--- config.mk ---
export PLATFORM = sky130hd
export DESIGN_NAME = glyph_pixel_pipe
export DESIGN_NICKNAME = d
export VERILOG_FILES = /design/src/rtl/glyph_pixel_pipe.sv
export SDC_FILE = /design/constraint.sdc
export NUM_CORES = 1
export LEC_CHECK = 0
export CAP_MARGIN = 10
export CORE_MARGIN = 10
export CORE_UTILIZATION = 47
export DETAILED_ROUTE_END_ITERATION = 6
export GPL_TIMING_DRIVEN = 0
export PLACE_DENSITY = 0.79
export SLEW_MARGIN = 20
export SYNTH_ARGS = -nofsm -noshare
export SYNTH_HDL_FRONTEND = slang
export SYNTH_SLANG_ARGS = --single-unit
--- constraint.sdc ---
create_clock -name clk -period 3.5 [get_ports clk]
set_input_delay 0.525 -clock clk [delete_from_list [all_inputs] [get_ports clk]]
set_output_delay 0.525 -clock clk [all_outputs]
set_load 0.01 [all_outputs]
--- src/rtl/glyph_pixel_pipe.sv ---
// glyph_pixel_pipe: turns VGA timing counts into RRRGGGBB pixels by looking up
// a 40x30 map of 16x16 glyphs held in external sync-read tile RAM and glyph ROM.
// Every output, including the delayed syncs, trails its input by 5 clocks.
module glyph_pixel_pipe #(
    parameter logic [9:0] H_START  = 10'd145,
    parameter logic [9:0] V_START  = 10'd32,
    parameter int         TILES_X  = 40,
    parameter int         TILES_Y  = 30,
    parameter logic [7:0] BG_COLOR = 8'h00
) (
    input  logic        clk,
    input  logic        clear,
    input  logic [9:0]  hCount,
    input  logic [9:0]  vCount,
    input  logic        bright,
    input  logic        hSync,
    input  logic        vSync,
    output logic [10:0] tile_addr,
    input  logic [7:0]  tile_data,
    output logic [8:0]  glyph_addr,
    input  logic [15:0] glyph_data,
    output logic [7:0]  rgb,
    output logic        hSync_out,
    output logic        vSync_out,
    output logic        bright_out,
    output logic        frame_tick
);

    localparam logic [5:0] TILES_X_LIM = 6'(TILES_X);
    localparam logic [5:0] TILES_Y_LIM = 6'(TILES_Y);

    // Syncs travel as {bright, vSync, hSync}; idle means blanked with both syncs high.
    localparam logic [2:0] SYNC_IDLE = 3'b011;

    logic [9:0]  pix_x;
    logic [9:0]  pix_y;
    logic [5:0]  tile_x;
    logic [5:0]  tile_y;
    logic        pix_valid;
    logic [10:0] row_base;
    logic        pixel_on;
    logic [7:0]  palette_color;

    logic [10:0] tile_addr_d,  tile_addr_q;
    logic        v1_d,         v1_q;
    logic [3:0]  col1_d,       col1_q;
    logic [3:0]  row1_d,       row1_q;
    logic [2:0]  sync1_d,      sync1_q;

    logic        v2_d,         v2_q;
    logic [3:0]  col2_d,       col2_q;
    logic [3:0]  row2_d,       row2_q;
    logic [2:0]  sync2_d,      sync2_q;

    logic [8:0]  glyph_addr_d, glyph_addr_q;
    logic [2:0]  colour3_d,    colour3_q;
    logic        v3_d,         v3_q;
    logic [3:0]  col3_d,       col3_q;
    logic [2:0]  sync3_d,      sync3_q;

    logic        v4_d,         v4_q;
    logic [3:0]  col4_d,       col4_q;
    logic [2:0]  colour4_d,    colour4_q;
    logic [2:0]  sync4_d,      sync4_q;

    logic [7:0]  rgb_d,        rgb_q;
    logic [2:0]  sync5_d,      sync5_q;
    logic        vs_prev_d,    vs_prev_q;
    logic        frame_tick_d, frame_tick_q;

    // Stage 1: pixel/tile coordinates, visibility test and tile RAM address (ty*40 as two shifts).
    always_comb begin
        pix_x       = hCount - H_START;
        pix_y       = vCount - V_START;
        tile_x      = pix_x[9:4];
        tile_y      = pix_y[9:4];
        pix_valid   = bright && (tile_x < TILES_X_LIM) && (tile_y < TILES_Y_LIM);
        row_base    = ({5'd0, tile_y} << 5) + ({5'd0, tile_y} << 3);
        tile_addr_d = pix_valid ? (row_base + {5'd0, tile_x}) : 11'd0;
        v1_d        = pix_valid;
        col1_d      = pix_x[3:0];
        row1_d      = pix_y[3:0];
        sync1_d     = {bright, vSync, hSync};
    end

    // Stage 2: hold the pixel context while the tile RAM read is in flight.
    always_comb begin
        v2_d    = v1_q;
        col2_d  = col1_q;
        row2_d  = row1_q;
        sync2_d = sync1_q;
    end

    // Stage 3: tile byte arrives; form the glyph ROM address and latch the colour index.
    always_comb begin
        glyph_addr_d = v2_q ? {tile_data[4:0], row2_q} : 9'd0;
        colour3_d    = tile_data[7:5];
        v3_d         = v2_q;
        col3_d       = col2_q;
        sync3_d      = sync2_q;
    end

    // Stage 4: hold the pixel context while the glyph ROM read is in flight.
    always_comb begin
        v4_d      = v3_q;
        col4_d    = col3_q;
        colour4_d = colour3_q;
        sync4_d   = sync3_q;
    end

    // Stage 5: pick the glyph bit for this column, colour it, and force black when blanked.
    always_comb begin
        pixel_on = glyph_data[4'd15 - col4_q];
        case (colour4_q)
            3'd0:    palette_color = 8'h00;
            3'd1:    palette_color = 8'h03;
            3'd2:    palette_color = 8'h1C;
            3'd3:    palette_color = 8'h1F;
            3'd4:    palette_color = 8'hE0;
            3'd5:    palette_color = 8'hE3;
            3'd6:    palette_color = 8'hFC;
            default: palette_color = 8'hFF;
        endcase
        rgb_d   = !v4_q ? 8'h00 : (pixel_on ? palette_color : BG_COLOR);
        sync5_d = sync4_q;
    end

    // Falling-edge detect on the delayed vSync; the history bit idles high so reset never ticks.
    always_comb begin
        vs_prev_d    = sync5_q[1];
        frame_tick_d = vs_prev_q & ~sync5_q[1];
    end

    // All pipeline registers, synchronously cleared to the blanked/idle state.
    always_ff @(posedge clk) begin
        if (clear) begin
            tile_addr_q  <= 11'd0;
            v1_q         <= 1'b0;
            col1_q       <= 4'd0;
            row1_q       <= 4'd0;
            sync1_q      <= SYNC_IDLE;
            v2_q         <= 1'b0;
            col2_q       <= 4'd0;
            row2_q       <= 4'd0;
            sync2_q      <= SYNC_IDLE;
            glyph_addr_q <= 9'd0;
            colour3_q    <= 3'd0;
            v3_q         <= 1'b0;
            col3_q       <= 4'd0;
            sync3_q      <= SYNC_IDLE;
            v4_q         <= 1'b0;
            col4_q       <= 4'd0;
            colour4_q    <= 3'd0;
            sync4_q      <= SYNC_IDLE;
            rgb_q        <= 8'h00;
            sync5_q      <= SYNC_IDLE;
            vs_prev_q    <= 1'b1;
            frame_tick_q <= 1'b0;
        end else begin
            tile_addr_q  <= tile_addr_d;
            v1_q         <= v1_d;
            col1_q       <= col1_d;
            row1_q       <= row1_d;
            sync1_q      <= sync1_d;
            v2_q         <= v2_d;
            col2_q       <= col2_d;
            row2_q       <= row2_d;
            sync2_q      <= sync2_d;
            glyph_addr_q <= glyph_addr_d;
            colour3_q    <= colour3_d;
            v3_q         <= v3_d;
            col3_q       <= col3_d;
            sync3_q      <= sync3_d;
            v4_q         <= v4_d;
            col4_q       <= col4_d;
            colour4_q    <= colour4_d;
            sync4_q      <= sync4_d;
            rgb_q        <= rgb_d;
            sync5_q      <= sync5_d;
            vs_prev_q    <= vs_prev_d;
            frame_tick_q <= frame_tick_d;
        end
    end

    assign tile_addr  = tile_addr_q;
    assign glyph_addr = glyph_addr_q;
    assign rgb        = rgb_q;
    assign bright_out = sync5_q[2];
    assign vSync_out  = sync5_q[1];
    assign hSync_out  = sync5_q[0];
    assign frame_tick = frame_tick_q;

endmodule
# == Yosys cells after proc, flatten, opt, wreduce, memory -nomap -nowiden ==
# Cells that the tools add are included.
# W data, S select, Z words.
# op_classes
add_sub_neg,5
order_cmp,3
eq_ne,6
mux,3
n_bitwise,6
n_reduce_logical,6
# op_table
operator,n
$pmux W8 S7,1
$add A11 B6 Y11,1
$add A11 B9 Y11,1
$sub A10 B6 Y10 const B,1
$sub A10 B8 Y10 const B,1
$eq A3 B3 Y1 const B,3
$eq A3 B2 Y1 const B,2
$lt A6 B5 Y1 const B,1
$lt A6 B6 Y1 const B,1
$lt A4 B5 Y1 const B,1
$not A1 Y1,5
$bmux W1 S4,1
$reduce_or A2 Y1,2
$sub A4 B4 Y4 const A,1
$eq A3 B1 Y1 const B,1
$logic_not A3 Y1,1
$reduce_or A3 Y1,1
$logic_and A1 B1 Y1,2
$and A1 B1 Y1,1
$mux W1,1
# word_totals
register_bits,79
input_bits,49
out_inout_bits,32
wordCells,51

# == Logic depth before layout (Yosys ltp) ==
# Gate-level depths: netlist of run 1.
# logic_depth
word_depth,6
depth_mapped,16
ltp_nobuf,16

# == Worst setup path after synthesis of run 1 ==
# Ideal clock, no wire load.
# synth_path
path_type,input port to flip-flop
start,input hCount[0]
end,"register tile_addr_q[10], in the netlist tile_addr[10]"
setup_time_ps,70
t_arrival_ps,3139
required_time_ps,3430
slack_ps,291
stages,16
n_path_buf,0
path_cell_list,inv_1 ha_1 or3b_4 a21oi_1 nand2b_1 nand2_1 xor2_1 ha_1 ha_1 inv_1 fa_1 nor2b_1 o21ai_0 a21boi_0 o21ai_0 a21oi_1
# synth_between
elab_chain_cells,6
word_cells_on_any_way,7
cone_classes,add/sub: 2; order compare: 1; bitwise: 1; reduce/logical: 3
# synth_rtl
element,line,rtl
start: declaration,13,"input logic [9:0] hCount,"
$sub A10 B8 Y10 *,73,pix_x = hCount - H_START;
$lt A6 B6 Y1,77,pix_valid = bright && (tile_x < TILES_X_LIM) && (tile_y < TILES_Y_LIM);
$logic_and A1 B1 Y1 (2 in series),77,
$not A1 Y1 (no source line),n/a,
$reduce_or A2 Y1 (no source line),n/a,
end signal: assignment,160,tile_addr_q <= tile_addr_d;
end: declaration,44,"logic [10:0] tile_addr_d, tile_addr_q;"
# Every way passes the cells marked *; elsewhere a longest branch is shown, timed or not.
# A chain may end at the register's enable or synchronous reset.

# == Worst setup path after layout of run 1 ==
# Ends and elaborated chain as after synthesis.

==> results.json, run 1 <==
{
  "yosys-top-cells-area": "dfxtp_1, nor2b_1, ha_1, and2_1, or2_2",
  "fp.dieArea_um2": 9380,
  "rows": 27,
  "nNetsFinal": 412,
  "antenna_cells": 0,
  "p_seq_share_pct": 47.4,
  "path_max_fanout": 5,
  "synthToLayoutAreaGrowth_pct": 41.8,
  "yosysMostFrequentCell": "dfxtp_1",
  "period_share_pct": 95.3,
  "start_kind": "primary input",
  "status": "completed",
  "dp_hpwl_um": 4480,
  "drc": 0,
  "p_per_area_nw_per_um2": 469,
  "final_area_um2": 3930,
  "io-pin-count": 81,
  "synth-seq-area-share_pct": 53.4,
  "viasPerCell": 4.61,
  "placed_area_um2": 3650,
  "synth_common_cells": "dfxtp_1, nor2b_1, inv_1, nor2_1, ha_1",
  "grtUsageMet3_pct": 6.46,
  "final_cells": 425,
  "drv_cap": 0,
  "grt.overflow.total": 0,
  "n_fill_cell": 453,
  "drt_iter0_drc": 31,
  "synth_nets": 318,
  "relSlewSlack_pct": 71.1,
  "slew_viol_final": 0,
  "grt_pass1_wl_um": 9610,
  "htree_levels": 3,
  "wl_per_cell_um": 13.5,
  "p_switching_uw": 435,
  "grt.busiest_layer": "met2",
  "synth_flop_cell": "dfxtp_1",
  "vias": 1959,
  "fin_worst_skew_ns": 0.00757,
  "ir_drop_mv": 0.219,
  "placedCellCount": 405,
  "r2r_start": "col4_q[0]",
  "p_comb_share_pct": 13.3,
  "p_int_uw": 1410,
  "fin_crit_ns": 3.34,
  "die_w_um": 96.8,
  "antenna_found_initial": 0,
  "clockPowerShare_pct": 39.3,
  "cts.sinks": 74,
  "drive_gt1_share_pct": 14.7,
  "hold_viol": 0,
  "ctsHoldBuffers": 0,
  "synth_edf_count": 0,
  "hold_class": "register to register",
  "crit_required_ns": 3.76,
  "synth_area_um2": 2770,
  "grt_pass1_vias": 2053,
  "switching_share_pct": 23.6,
  "min_from": "sync4_q[1]",
  "clk_pin_slew_ns": 0.08,
  "cts_buffers": 9,
  "criticalPathCategory": "primary input to register",
  "start_util_pct": 49.5,
  "grt_max_degree": 15,
  "tightest_slew_ns": 0.434,
  "cts_buffer_depth": 2,
  "setup_violations": 0,
  "netlist_instances": 254,
  "die_h_um": 96.8,
  "synth_seq_cells": 74,
  "gp_congestion": 0.822,
  "synth_top_area_share_pct": 53.4,
  "grt_usage_pct": 12.4,
  "crit_start": "hCount[0]",
  "drt-total-wl_um": 5740,
  "drtPass1Iterations": 4,
  "ys.warnings.count": 0,
  "syn_area_per_cell_um2": 10.9,
  "ctsRootBufferMaster": "clkbuf_8",
  "use_met2_pct": 18.6,
  "ys_async_sr_fraction_pct": 0,
  "clock.fmax_ghz": 0.300,
  "yosys.area.top_type": "dfxtp_1",
  "insertion_delay_ns": 0.34,
  "grt.met1_usage_pct": 14.2,
  "cts_tree": "built",
  "fin_util_pct": 70.1,
  "placeableCoreArea_um2": 5610,
  "end_kind": "register",
  "drtAntennaViolNets": 0,
  "p_leak_uw": 0.00160,
  "hold_slack_ns": 0.408,
  "setup_tns_ns": 0,
  "io_buffers": 79,
  "synth_cell_types": 38,
  "crit_arrival_ns": 3.60
}
-- cell usage in the layout (no fill, tap or decap), types with 3 or more instances in the layout --
master	instances
a21oi_1	4
and2_1	12
buf_4	9
clkbuf_1	7
clkbuf_8	9
clkdlybuf4s50_1	75
dfxtp_1	74
ha_1	12
inv_1	16
mux2i_1	3
mux4_2	3
nand2_1	4
nor2_1	15
nor2b_1	36
nor3_1	6
o21ai_0	3
or2_2	12
xnor2_1	7
xor2_1	6
-- final cells by class --
| class | count | area [um2] | area share, % |
|---|---|---|---|
| tap | 72 | 90.1 | 2.29 |
| timing repair buffer | 83 | 823 | 20.9 |
| buffer | 13 | 75.1 | 1.91 |
| multi-input combinational | 151 | 1180 | 30.0 |
| inverter | 16 | 60.1 | 1.53 |
| sequential | 74 | 1480 | 37.7 |
| clock buffer | 9 | 124 | 3.15 |
| clock inverter | 7 | 98.8 | 2.51 |
-- cell families (layout without fill, tap and decap cells) --
group           after synthesis  in the layout  synth area share, %
simple gates                 96             96                 20.7
flops                        74             74                 53.4
buf+inv                      29            128                 4.87
compound gates               21             21                 6.09
fa+ha+maj                    15             15                 7.31
xor+xnor                     13             13                 4.10
mux                           6              6                 3.52
-- stage by stage --
step,setup WS (ns),power [uW]
after CTS,0.00776,1850
after detailed placement,-0.662,1130
after global placement,-0.489,1120
final,0.165,1850
after global routing,-0.0558,1930
after floorplan,0.291,1020
-- metal layers --
metal	vias up	part of all wire, %
met5	-	0
met4	0	1.8
met3	9	10
met2	79	42
met1	867	46
li1	1004	-
-- worst max-delay path, cell delays in order --
cell,delay (ns)
dlygate4sd2_1,0.31
inv_1,0.09
ha_1,0.18
or3b_4,0.41
a21oi_4,0.17
nand2b_1,0.07
nand2_1,0.07
xor2_1,0.08
ha_1,0.31
ha_2,0.21
inv_1,0.06
fa_1,0.40
nor2b_2,0.14
o21ai_1,0.09
a21boi_1,0.20
o21ai_0,0.10
a21oi_1,0.16
-- worst paths after layout --
| check | end | slack (ns) | cells past startpoint |
|---|---|---|---|
| max | tile_addr[10] | 0.16 | 17 |
| min reg2reg | sync5_q[1] | 0.41 | 1 |
| min | sync5_q[1] | 0.41 | 1 |
| max reg2reg | rgb[1] | 1.92 | 5 |
-- sequential cells by signal, summed over array words and instances (netlist names), 3 cells and up --
| signal | flops |
|---|---|
| col1_q | 4 |
| col2_q | 4 |
| col3_q | 4 |
| col4_q | 4 |
| colour3_q | 3 |
| colour4_q | 3 |
| glyph_addr | 9 |
| rgb | 3 |
| row1_q | 4 |
| row2_q | 4 |
| sync1_q | 3 |
| sync2_q | 3 |
| sync3_q | 3 |
| sync4_q | 3 |
| sync5_q | 3 |
| tile_addr | 11 |
-- repair_timing --
action | in CTS | in global routing
resized for setup | 4 | 8
gates cloned | 0 | 0
buffers inserted | 1 | 3
pin swaps | 2 | 2
endpoints found under the setup margin | 3 | 4
-- power by group through the flow --
stage | logic [uW] | clock network (uW) | registers, uW
6_report | 246 | 726 | 874
5_1_grt | 277 | 775 | 877
4_1_cts | 237 | 741 | 874
3_5_place_dp | 232 | 0 | 894
3_3_place_gp | 223 | 0 | 893
2_1_floorplan | 128 | 0 | 896
Power figures use the tool's default switching activity.
==> inputs of run 2 (changes only) <==
Settings changed: SLEW_MARGIN 20 to 10.
==> results of run 2 <==
The final DEF is identical to that of run 1; final timing and power are the same.
